[src/rtl/sap_ctrl_seq.sv]
// sap_ctrl_seq: controller-sequencer for the SAP datapath.
// Runs a one-hot T1..T6 ring and decodes the IR opcode into the control word
// (load/enable/count strobes) for PC, MAR, RAM, IR, A, B, ALU and OUT.
//
// Optional feature macro: SAP_CTRL_JMP_EN (adds o_lp and the JMP opcode 0011).
//
// Ports:
//   clk       system clock, state changes on posedge
//   clr       asynchronous active-high reset
//   i_run     1 = ring advances each posedge, 0 = pause (control word forced 0)
//   i_opcode  upper nibble of IR, valid from T4
//   o_tstate  one-hot current T-state, bit0 = T1
//   o_cp/o_ep PC increment / PC drives bus
//   o_lm      MAR load
//   o_ce      RAM drives bus
//   o_li/o_ei IR load / IR operand drives bus
//   o_la/o_ea A load / A drives bus
//   o_su/o_eu ALU subtract select / ALU drives bus
//   o_lb      B load
//   o_lo      output register load
//   o_hlt     halted flag
//   o_lp      PC load (only with SAP_CTRL_JMP_EN)
module sap_ctrl_seq #(
  parameter int unsigned OPW = 4,
  parameter int unsigned NT  = 6
) (
  input  logic           clk,
  input  logic           clr,
  input  logic           i_run,
  input  logic [OPW-1:0] i_opcode,
  output logic [NT-1:0]  o_tstate,
  output logic           o_cp,
  output logic           o_ep,
  output logic           o_lm,
  output logic           o_ce,
  output logic           o_li,
  output logic           o_ei,
  output logic           o_la,
  output logic           o_ea,
  output logic           o_su,
  output logic           o_eu,
  output logic           o_lb,
  output logic           o_lo,
  output logic           o_hlt
`ifdef SAP_CTRL_JMP_EN
  ,
  output logic           o_lp
`endif
);

  localparam logic [NT-1:0] T1 = NT'(6'b000001);
  localparam logic [NT-1:0] T2 = NT'(6'b000010);
  localparam logic [NT-1:0] T3 = NT'(6'b000100);
  localparam logic [NT-1:0] T4 = NT'(6'b001000);
  localparam logic [NT-1:0] T5 = NT'(6'b010000);
  localparam logic [NT-1:0] T6 = NT'(6'b100000);

  localparam logic [OPW-1:0] OP_LDA = OPW'(4'b0000);
  localparam logic [OPW-1:0] OP_ADD = OPW'(4'b0001);
  localparam logic [OPW-1:0] OP_SUB = OPW'(4'b0010);
  localparam logic [OPW-1:0] OP_OUT = OPW'(4'b1110);
  localparam logic [OPW-1:0] OP_HLT = OPW'(4'b1111);
`ifdef SAP_CTRL_JMP_EN
  localparam logic [OPW-1:0] OP_JMP = OPW'(4'b0011);
`endif

  logic [NT-1:0] tstate;
  logic [NT-1:0] tstate_nxt;
  logic          halted;
  logic          halted_nxt;
  logic          active;

  // State register: ring position and halted flag.
  always_ff @(posedge clk or posedge clr) begin
    if (clr) begin
      tstate <= T1;
      halted <= 1'b0;
    end else begin
      tstate <= tstate_nxt;
      halted <= halted_nxt;
    end
  end

  // Next state: rotate while running; HLT in T4 freezes the ring at T4.
  always_comb begin
    tstate_nxt = tstate;
    halted_nxt = halted;
    if (i_run && !halted) begin
      if (tstate == T4 && i_opcode == OP_HLT) begin
        halted_nxt = 1'b1;
      end else begin
        tstate_nxt = {tstate[NT-2:0], tstate[NT-1]};
      end
    end
  end

  // Control word is only asserted while running and not halted.
  assign active = i_run & ~halted;

  // Output decode from (T-state, opcode).
  always_comb begin
    o_cp = 1'b0;
    o_ep = 1'b0;
    o_lm = 1'b0;
    o_ce = 1'b0;
    o_li = 1'b0;
    o_ei = 1'b0;
    o_la = 1'b0;
    o_ea = 1'b0;
    o_su = 1'b0;
    o_eu = 1'b0;
    o_lb = 1'b0;
    o_lo = 1'b0;
`ifdef SAP_CTRL_JMP_EN
    o_lp = 1'b0;
`endif
    if (active) begin
      case (tstate)
        T1: begin
          o_ep = 1'b1;
          o_lm = 1'b1;
        end
        T2: o_cp = 1'b1;
        T3: begin
          o_ce = 1'b1;
          o_li = 1'b1;
        end
        T4: begin
          case (i_opcode)
            OP_LDA, OP_ADD, OP_SUB: begin
              o_ei = 1'b1;
              o_lm = 1'b1;
            end
            OP_OUT: begin
              o_ea = 1'b1;
              o_lo = 1'b1;
            end
`ifdef SAP_CTRL_JMP_EN
            OP_JMP: begin
              o_ei = 1'b1;
              o_lp = 1'b1;
            end
`endif
            default: ;
          endcase
        end
        T5: begin
          case (i_opcode)
            OP_LDA: begin
              o_ce = 1'b1;
              o_la = 1'b1;
            end
            OP_ADD, OP_SUB: begin
              o_ce = 1'b1;
              o_lb = 1'b1;
            end
            default: ;
          endcase
        end
        T6: begin
          case (i_opcode)
            OP_ADD: begin
              o_eu = 1'b1;
              o_la = 1'b1;
            end
            OP_SUB: begin
              o_eu = 1'b1;
              o_la = 1'b1;
              o_su = 1'b1;
            end
            default: ;
          endcase
        end
        default: ;
      endcase
    end
  end

  assign o_tstate = tstate;
  assign o_hlt    = halted;

endmodule

[config.mk]
export PLATFORM = sky130hd
export DESIGN_NAME = sap_ctrl_seq
export DESIGN_NICKNAME = d
export VERILOG_FILES = /design/src/rtl/sap_ctrl_seq.sv
export SDC_FILE = /design/constraint.sdc
export NUM_CORES = 1
export LEC_CHECK = 0
export CAP_MARGIN = 25
export CORE_AREA = 5 5 42 44
export DETAILED_ROUTE_END_ITERATION = 8
export DIE_AREA = 0 0 47 49
export DONT_BUFFER_PORTS = 1
export GPL_ROUTABILITY_DRIVEN = 0
export PLACE_DENSITY_LB_ADDON = 0.08
export SLEW_MARGIN = 20
export SYNTH_ARGS = -nofsm -noshare
export SYNTH_HDL_FRONTEND = slang
export SYNTH_SLANG_ARGS = --single-unit
[constraint.sdc]
create_clock -name clk -period 2.5 [get_ports clk]
set_input_delay 0.5 -clock clk [delete_from_list [all_inputs] [get_ports clk]]
set_output_delay 0.5 -clock clk [all_outputs]
set_load 0.02 [all_outputs]
==> impl_metrics.py, run 1 <==
metrics = {
    "placement": {
        "portBuffers": 0,
        "detailed_place_hpwl_mm": 1.03,
        "detailed_place.area_um2": 584,
    },
    "clocking": {
        "clkLatencyLatePin_ns": 0.25,
        "cts_tree": "built",
        "post_cts_hold_buffer_count": 0,
        "clock_tree.htree_level_count": 1,
        "clk_pin_slew_worst_paths_ns": 0.05,
        "cts.sinks": 7,
        "clock_path_buffers": 2,
        "ctsResizeCount": 0,
        "clk_root_buffer_cell": "clkbuf_4",
        "cts_post_setup_buffers_inserted": 0,
        "numCtsBuffers": 3,
    },
    "die": {
        "design.portCount": 26,
        "floorplan.core_area_um2": 1400,
        "num_rows": 14,
        "initial_core_util": 0.388,
        "die_area_um2": 2300,
        "floorplan.die.height_um": 49,
        "die_x_um": 47,
    },
    "cells_and_area": {
        "num-fill-cells": 140,
        "multiInputGateArea_um2": 332,
        "syn_to_final_growth_pct": 12.4,
        "most_common_library_cell_in_the_layout_ignoring_fill_and_taps": "nand2_1",
        "post-route-cell-area_um2": 611,
        "ff_latch_area_um2": 176,
        "finalNetCount": 73,
        "n_antenna_cell": 0,
        "layout-drive-gt1-share": 0.308,
        "final_cell_mix": "8 x nand2_1, 6 x dfrtp_1, 6 x buf_4",
    },
    "timing": {
        "final-setup-viol-count": 0,
        "maxSlewViolCount": 0,
        "timing.final.crit_period_ns": 2.31,
        "timing.max_slew.rel_slack": 0.629,
        "unrepaired_setup_endpoints_after_global_routing": "false",
        "worst_slew_pin_slew_ns": 0.556,
        "timing.fmax_mhz": 434,
        "hold_viol_final": 0,
        "fin_skew_ns": 0.00713,
        "min_period_over_period": 0.922,
        "fin_setup_tns_ns": 0,
    },
    "grt": {
        "gr-usage-all-layers": 0.121,
        "grt_start_max_net_pins": 11,
        "antenna_violations_before_repair": 0,
        "via_count_of_the_first_global_routing_pass": 442,
        "grt_first_pass_wirelength_mm": 2.04,
        "sum_of_overflow_across_all_layers_after_global_routing": 0,
    },
    "synthesis": {
        "synth_top_cell_by_area": "dfrtp_1",
        "postSynthRegisterBits": 7,
        "number_of_distinct_library_cell_variants_in_the_gate_level_netlist_after_synthesis": 30,
        "synthesis.area_per_instance_um2": 9.36,
        "synth_top_cell_area_share": 0.276,
        "post_synth_design_cell_area_um2": 543,
        "synth_top_cells_by_area": "dfrtp_1 28%, mux2_2 6.2%, nand2_1 5.5%",
        "ys_warn_count": 0,
        "synthesis.nets": 65,
        "yosysSeqAreaShare": 0.325,
        "post_synth_inst_count": 58,
    },
    "power": {
        "clkPwrFrac": 0.166,
        "sequentialPowerShare": 0.571,
        "power_share_of_the_combinational_group": 0.263,
        "power_switching_share": 0.485,
        "power.density_cell_area_nw_per_um2": 994,
        "net-switching-power_mw": 0.295,
        "worst_vdd_rail_ir_drop_uv": 817,
        "internal_power_mw": 0.312,
        "power.leakage_nw": 0.233,
    },
    "drt": {
        "avgViaCountPerCell": 5.52,
        "routedWlPerCell_um": 16.1,
        "remaining_drc_errors": 0,
        "routed_wl_mm": 1.31,
        "dr_total_vias": 447,
        "antenna_left": 0,
        "drt_first_iter_violations": 9,
        "drtPass1Iterations": 4,
    },
    "setup_path": {
        "path_class": "reg2out",
        "worst_setup_path_start_kind": "flop",
        "required_time_reported_for_the_critical_path_endpoint_ns": 2.00,
        "arrival_ns": 1.81,
        "crit_path_end_kind": "output pin",
        "path_max_fanout": 8,
    },
    "run_status": {
        "run_status": "finished clean",
    },
    "flow_run": {
        "cap_violations": 0,
    },
    "hold_path": {
        "hold_path_class": "in2async",
    },
}
==> sequential cells by signal (all words and copies together) (netlist names) <==
signal and cells:
o_tstate 6, o_hlt 1
==> stage by stage <==
stage	hold WS, ns	utilization	worst slack [ns]	total power, mW	std cells
after global routing	0.0892	0.436	0.0738	0.649	81
final	0.0582	0.436	0.195	0.607	81
after global placement	0.328	0.417	0.449	0.506	77
after CTS	0.0598	0.436	0.157	0.617	81
after detailed placement	0.333	0.417	0.428	0.510	77
after floorplan	0.303	-	0.376	0.472	58
==> worst max-delay path, stage by stage (launching register included) <==
cell and delay, ns:
dfrtp_1 0.53, nor4_2 0.39, and3_1 0.36, o21bai_1 0.29
==> worst paths after layout <==
| check | from | endpoint | slack, ns | depth (start not counted) |
|---|---|---|---|---|
| min reg2reg | o_tstate[0] | o_tstate[1] | 0.63 | 2 |
| max reg2reg | o_tstate[5] | o_tstate[4] | 1.09 | 3 |
| min in group clk | i_run | o_hlt | 0.38 | 2 |
| max | o_tstate[1] | o_ce | 0.19 | 3 |
| max in group asynchronous | clr | o_tstate[0] | 2.17 | 1 |
| min | clr | o_tstate[4] | 0.06 | 1 |
==> layout make-up <==
| type | instances | area share |
|---|---|---|
| inverter | 3 | 0.0184 |
| tap | 16 | 0.0328 |
| clock buffer | 4 | 0.0430 |
| multi-input combinational | 45 | 0.543 |
| timing repair buffer | 6 | 0.0738 |
| sequential | 7 | 0.289 |
==> per-layer routing <==
metal	GRT usage	routed length, um
met5	0	0
met4	0.0138	0
met3	0.0775	126
met2	0.183	628
met1	0.147	550
==> kinds of logic after synthesis <==
family | Yosys count | share of synthesized area
AOI/OAI and AO/OA | 6 | 0.0760
xor gates and xnor gates | 1 | 0.0161
and+or+nand+nor | 34 | 0.438
DFF | 7 | 0.325
muxes | 4 | 0.0806
buffers and inverters | 6 | 0.0645
==> power groups by stage <==
stage,logic [mW],clock network (mW),registers [mW]
after floorplan,0.166,0,0.305
after global placement,0.159,0,0.347
after detailed placement,0.161,0,0.350
after CTS,0.161,0.106,0.350
after global routing,0.176,0.111,0.362
final,0.160,0.101,0.347
==> Yosys cell counts <==
master and n:
nand3_1 3, buf_4 1, a211oi_1 2, nor4b_4 1, nand2_1 8, nor2_1 4
nor3_2 1, nand2b_1 1, nor3b_2 1, dfrtp_1 6, nor3_1 4, nand3b_1 2
nor2b_1 1, inv_1 3, nor4_2 2, and4_1 1, mux2_2 3, buf_2 1
nor4b_2 1, or3_4 1, nor4b_1 1, o21bai_1 2, o21ai_0 1, buf_6 1
dfstp_2 1, a31oi_1 1, nand4b_1 1, xor2_1 1, and3_1 1, mux2i_1 1
Note: power is estimated with default switching activity, not from simulation.
==> inputs of run 2 (changes only) <==
--- a/config.mk
+++ b/config.mk
@@ -5,6 +5,7 @@
 export SDC_FILE = /design/constraint.sdc
 export NUM_CORES = 1
 export LEC_CHECK = 0
+export ABC_AREA = 1
 export CAP_MARGIN = 25
 export CORE_AREA = 5 5 42 44
 export DETAILED_ROUTE_END_ITERATION = 8
==> run 2 against run 1 <==
  * Count of clock-buffer cells in the layout stayed put
  * Flip-flop and latch count stayed put
  * Global-route usage is 0.57 points lower
  * First-iteration DRC count is 67% lower
  * Area after synthesis is 4.1% lower
  * Via count is 14% higher
  * Highest routed layer unchanged
  * Largest power group unchanged
  * Die area stayed put
  * Synthesized cell count is 40% higher
  * Cell area is 4.7% lower
==> impl_metrics.py, run 2 <==
metrics = {
    "cells_and_area": {
        "finalNetCount": 95,
        "largest_register_ffs": 6,
        "multiInputGateArea_um2": 284,
        "num-fill-cells": 170,
        "postLayoutCoreUtil": 0.415,
        "final_cell_mix": "21 x nand2_1, 14 x nor2_1, 12 x inv_1",
        "most_common_library_cell_in_the_layout_ignoring_fill_and_taps": "nand2_1",
        "layout-drive-gt1-share": 0.172,
        "n_antenna_cell": 0,
        "ff_latch_area_um2": 176,
        "syn_to_final_growth_pct": 11.8,
    },
    "setup_path": {
        "max_stage_delay_ns": 0.46,
        "critical_path.startpoint": "o_hlt",
        "cpMaxStageDelayCell": "dfrtp_1",
        "r2r_cells": 7,
        "rr_startpoint": "o_tstate[2]",
        "required_time_reported_for_the_critical_path_endpoint_ns": 2.00,
        "arrival_ns": 1.67,
        "crit_path_cell_trace": "inv_2 -> nand2_2 -> nor2_2 -> nand2_1 -> inv_1 -> nand2_1 -> nor2_1",
        "crit_end": "o_lb",
        "endpoint_of_the_worst_slack_reg_to_reg_timing_path": "o_tstate[1]",
        "crit_path_end_kind": "output pin",
        "path_max_fanout": 7,
        "path_class": "reg2out",
        "worst_setup_path_start_kind": "flop",
        "cp_common_cell": "nand2_1",
        "regToRegSetupSlack_ns": 1.22,
    },
    "clocking": {
        "clock_tree.htree_level_count": 1,
        "ctsResizeCount": 0,
        "post_cts_hold_buffer_count": 0,
        "clk_root_buffer_cell": "clkbuf_4",
        "cts.sinks": 7,
        "clock_path_buffers": 2,
        "clk_pin_slew_worst_paths_ns": 0.05,
        "cts_post_setup_buffers_inserted": 0,
        "cts_tree": "built",
        "numCtsBuffers": 3,
        "clkLatencyLatePin_ns": 0.25,
    },
    "synthesis": {
        "synth_top_cell_by_area": "dfrtp_1",
        "synth_top_cell_area_share": 0.288,
        "synthesis.area_per_instance_um2": 6.43,
        "synth_top_cells_by_count": "21 x nand2_1, 14 x nor2_1, 12 x inv_1, 9 x nand3_1, 6 x dfrtp_1",
        "number_of_distinct_library_cell_variants_in_the_gate_level_netlist_after_synthesis": 19,
        "post_synth_design_cell_area_um2": 520,
        "synth_most_common_cell": "nand2_1",
        "synthesis.nets": 88,
        "async_flop_share": 1.00,
        "synth_top_cells_by_area": "dfrtp_1 29%, nand2_1 15%, nor2_1 10%",
        "yosysSeqAreaShare": 0.339,
        "synth-edff-count": 0,
        "postSynthRegisterBits": 7,
        "post_synth_inst_count": 81,
        "ys_warn_count": 0,
        "synth-main-ff-cell": "dfrtp_1",
    },
    "hold_path": {
        "hold_path_class": "in2async",
    },
    "drt": {
        "routed_wl_mm": 1.21,
        "avgViaCountPerCell": 4.94,
        "dr_total_vias": 509,
        "drt_first_iter_violations": 3,
        "routedWlPerCell_um": 11.8,
        "remaining_drc_errors": 0,
        "antenna_left": 0,
        "drtPass1Iterations": 4,
    },
    "power": {
        "power.leakage_nw": 0.301,
        "power_share_of_the_combinational_group": 0.034,
        "worst_vdd_rail_ir_drop_uv": 219,
        "power.density_cell_area_nw_per_um2": 382,
        "net-switching-power_mw": 0.0457,
        "sequentialPowerShare": 0.511,
        "clkPwrFrac": 0.454,
        "power_switching_share": 0.206,
        "internal_power_mw": 0.176,
        "report.power.total_mw": 0.222,
    },
    "run_status": {
        "run_status": "finished clean",
    },
    "timing": {
        "fin_skew_ns": 0.000983,
        "unrepaired_setup_endpoints_after_global_routing": "false",
        "maxSlewViolCount": 0,
        "worst_slew_pin_slew_ns": 0.477,
        "min_period_over_period": 0.866,
        "timing.max_slew.rel_slack": 0.686,
        "hold_viol_final": 0,
        "final-setup-viol-count": 0,
        "timing.fmax_mhz": 462,
        "fin_setup_tns_ns": 0,
        "final.setup.worst_slack_ns": 0.335,
        "final.hold.worst_slack_ns": 0.0624,
        "timing.final.crit_period_ns": 2.17,
    },
    "grt": {
        "gr-usage-all-layers": 0.115,
        "sum_of_overflow_across_all_layers_after_global_routing": 0,
        "antenna_violations_before_repair": 0,
        "grt_start_max_net_pins": 9,
        "grt_first_pass_wirelength_mm": 1.94,
        "via_count_of_the_first_global_routing_pass": 474,
    },
    "die": {
        "num_rows": 14,
        "floorplan.die.height_um": 49,
        "initial_core_util": 0.371,
        "die_area_um2": 2300,
        "die_x_um": 47,
        "floorplan.core_area_um2": 1400,
        "design.portCount": 26,
    },
    "placement": {
        "detailed_place_hpwl_um": 989,
        "place_ws_ns": 0.577,
        "portBuffers": 0,
    },
    "flow_run": {
        "cap_violations": 0,
    },
}
-- run 2: changes by cell type in the layout (fill, tap and decap cells not counted), moves of 3 or more --
cell     before  now
inv_1         3   12
nor2_2        0    3
nand2_1       8   21
buf_4         6    3
nor2_1        4   14
mux2_2        3    0
nand3_1       3    9
-- run 2: per-stage QoR --
step	cells	cell area [um2]
2_1_floorplan	81	520
3_3_place_gp	99	556
3_5_place_dp	99	556
4_1_cts	103	582
5_1_grt	103	582
6_report	103	582
-- run 2: cells by family (layout without fill, tap and decap cells) --
family                 after synthesis  count (layout)  share of synthesized area
and+or+nand+nor                     55              55                      0.495
buffers and inverters               15              21                      0.115
DFF                                  7               7                      0.339
AOI/OAI and AO/OA                    3               3                     0.0312
muxes                                1               1                     0.0192
-- run 2: routing by layer --
metal  wire length (um)  up-vias  global-route usage
met5                  0        -                   0
met1                585      231               0.149
li1                   -      264                   -
met4                  0        0              0.0415
met2                523       14               0.156
met3                105        0              0.0664
-- run 2: worst max-delay path, delay by kind of cell, from the launching register on --
kind	cells	cell delay [ns]
buf+inv	2	0.16
flops	1	0.46
simple gates	5	0.79
-- run 2: worst min path at each step --
stage          from     endpoint  slack (ns)
2_1_floorplan   clr        o_hlt        0.30
3_3_place_gp    clr  o_tstate[4]        0.33
3_5_place_dp    clr  o_tstate[5]        0.33
4_1_cts         clr  o_tstate[4]        0.06
5_1_grt         clr  o_tstate[4]        0.06
6_report        clr  o_tstate[4]        0.06
-- run 2: final cells by class --
type | count | area share
clock buffer | 4 | 0.0452
multi-input combinational | 59 | 0.488
tap | 16 | 0.0344
timing repair buffer | 3 | 0.0387
sequential | 7 | 0.303
inverter | 14 | 0.0903
-- run 2: power by group through the flow --
stage	combinational (mW)	clock [mW]	sequential, mW
4_1_cts	0.00795	0.108	0.114
6_report	0.00758	0.101	0.114
5_1_grt	0.00915	0.118	0.113
3_3_place_gp	0.00790	0	0.115
2_1_floorplan	0.00654	0	0.115
3_5_place_dp	0.00788	0	0.115
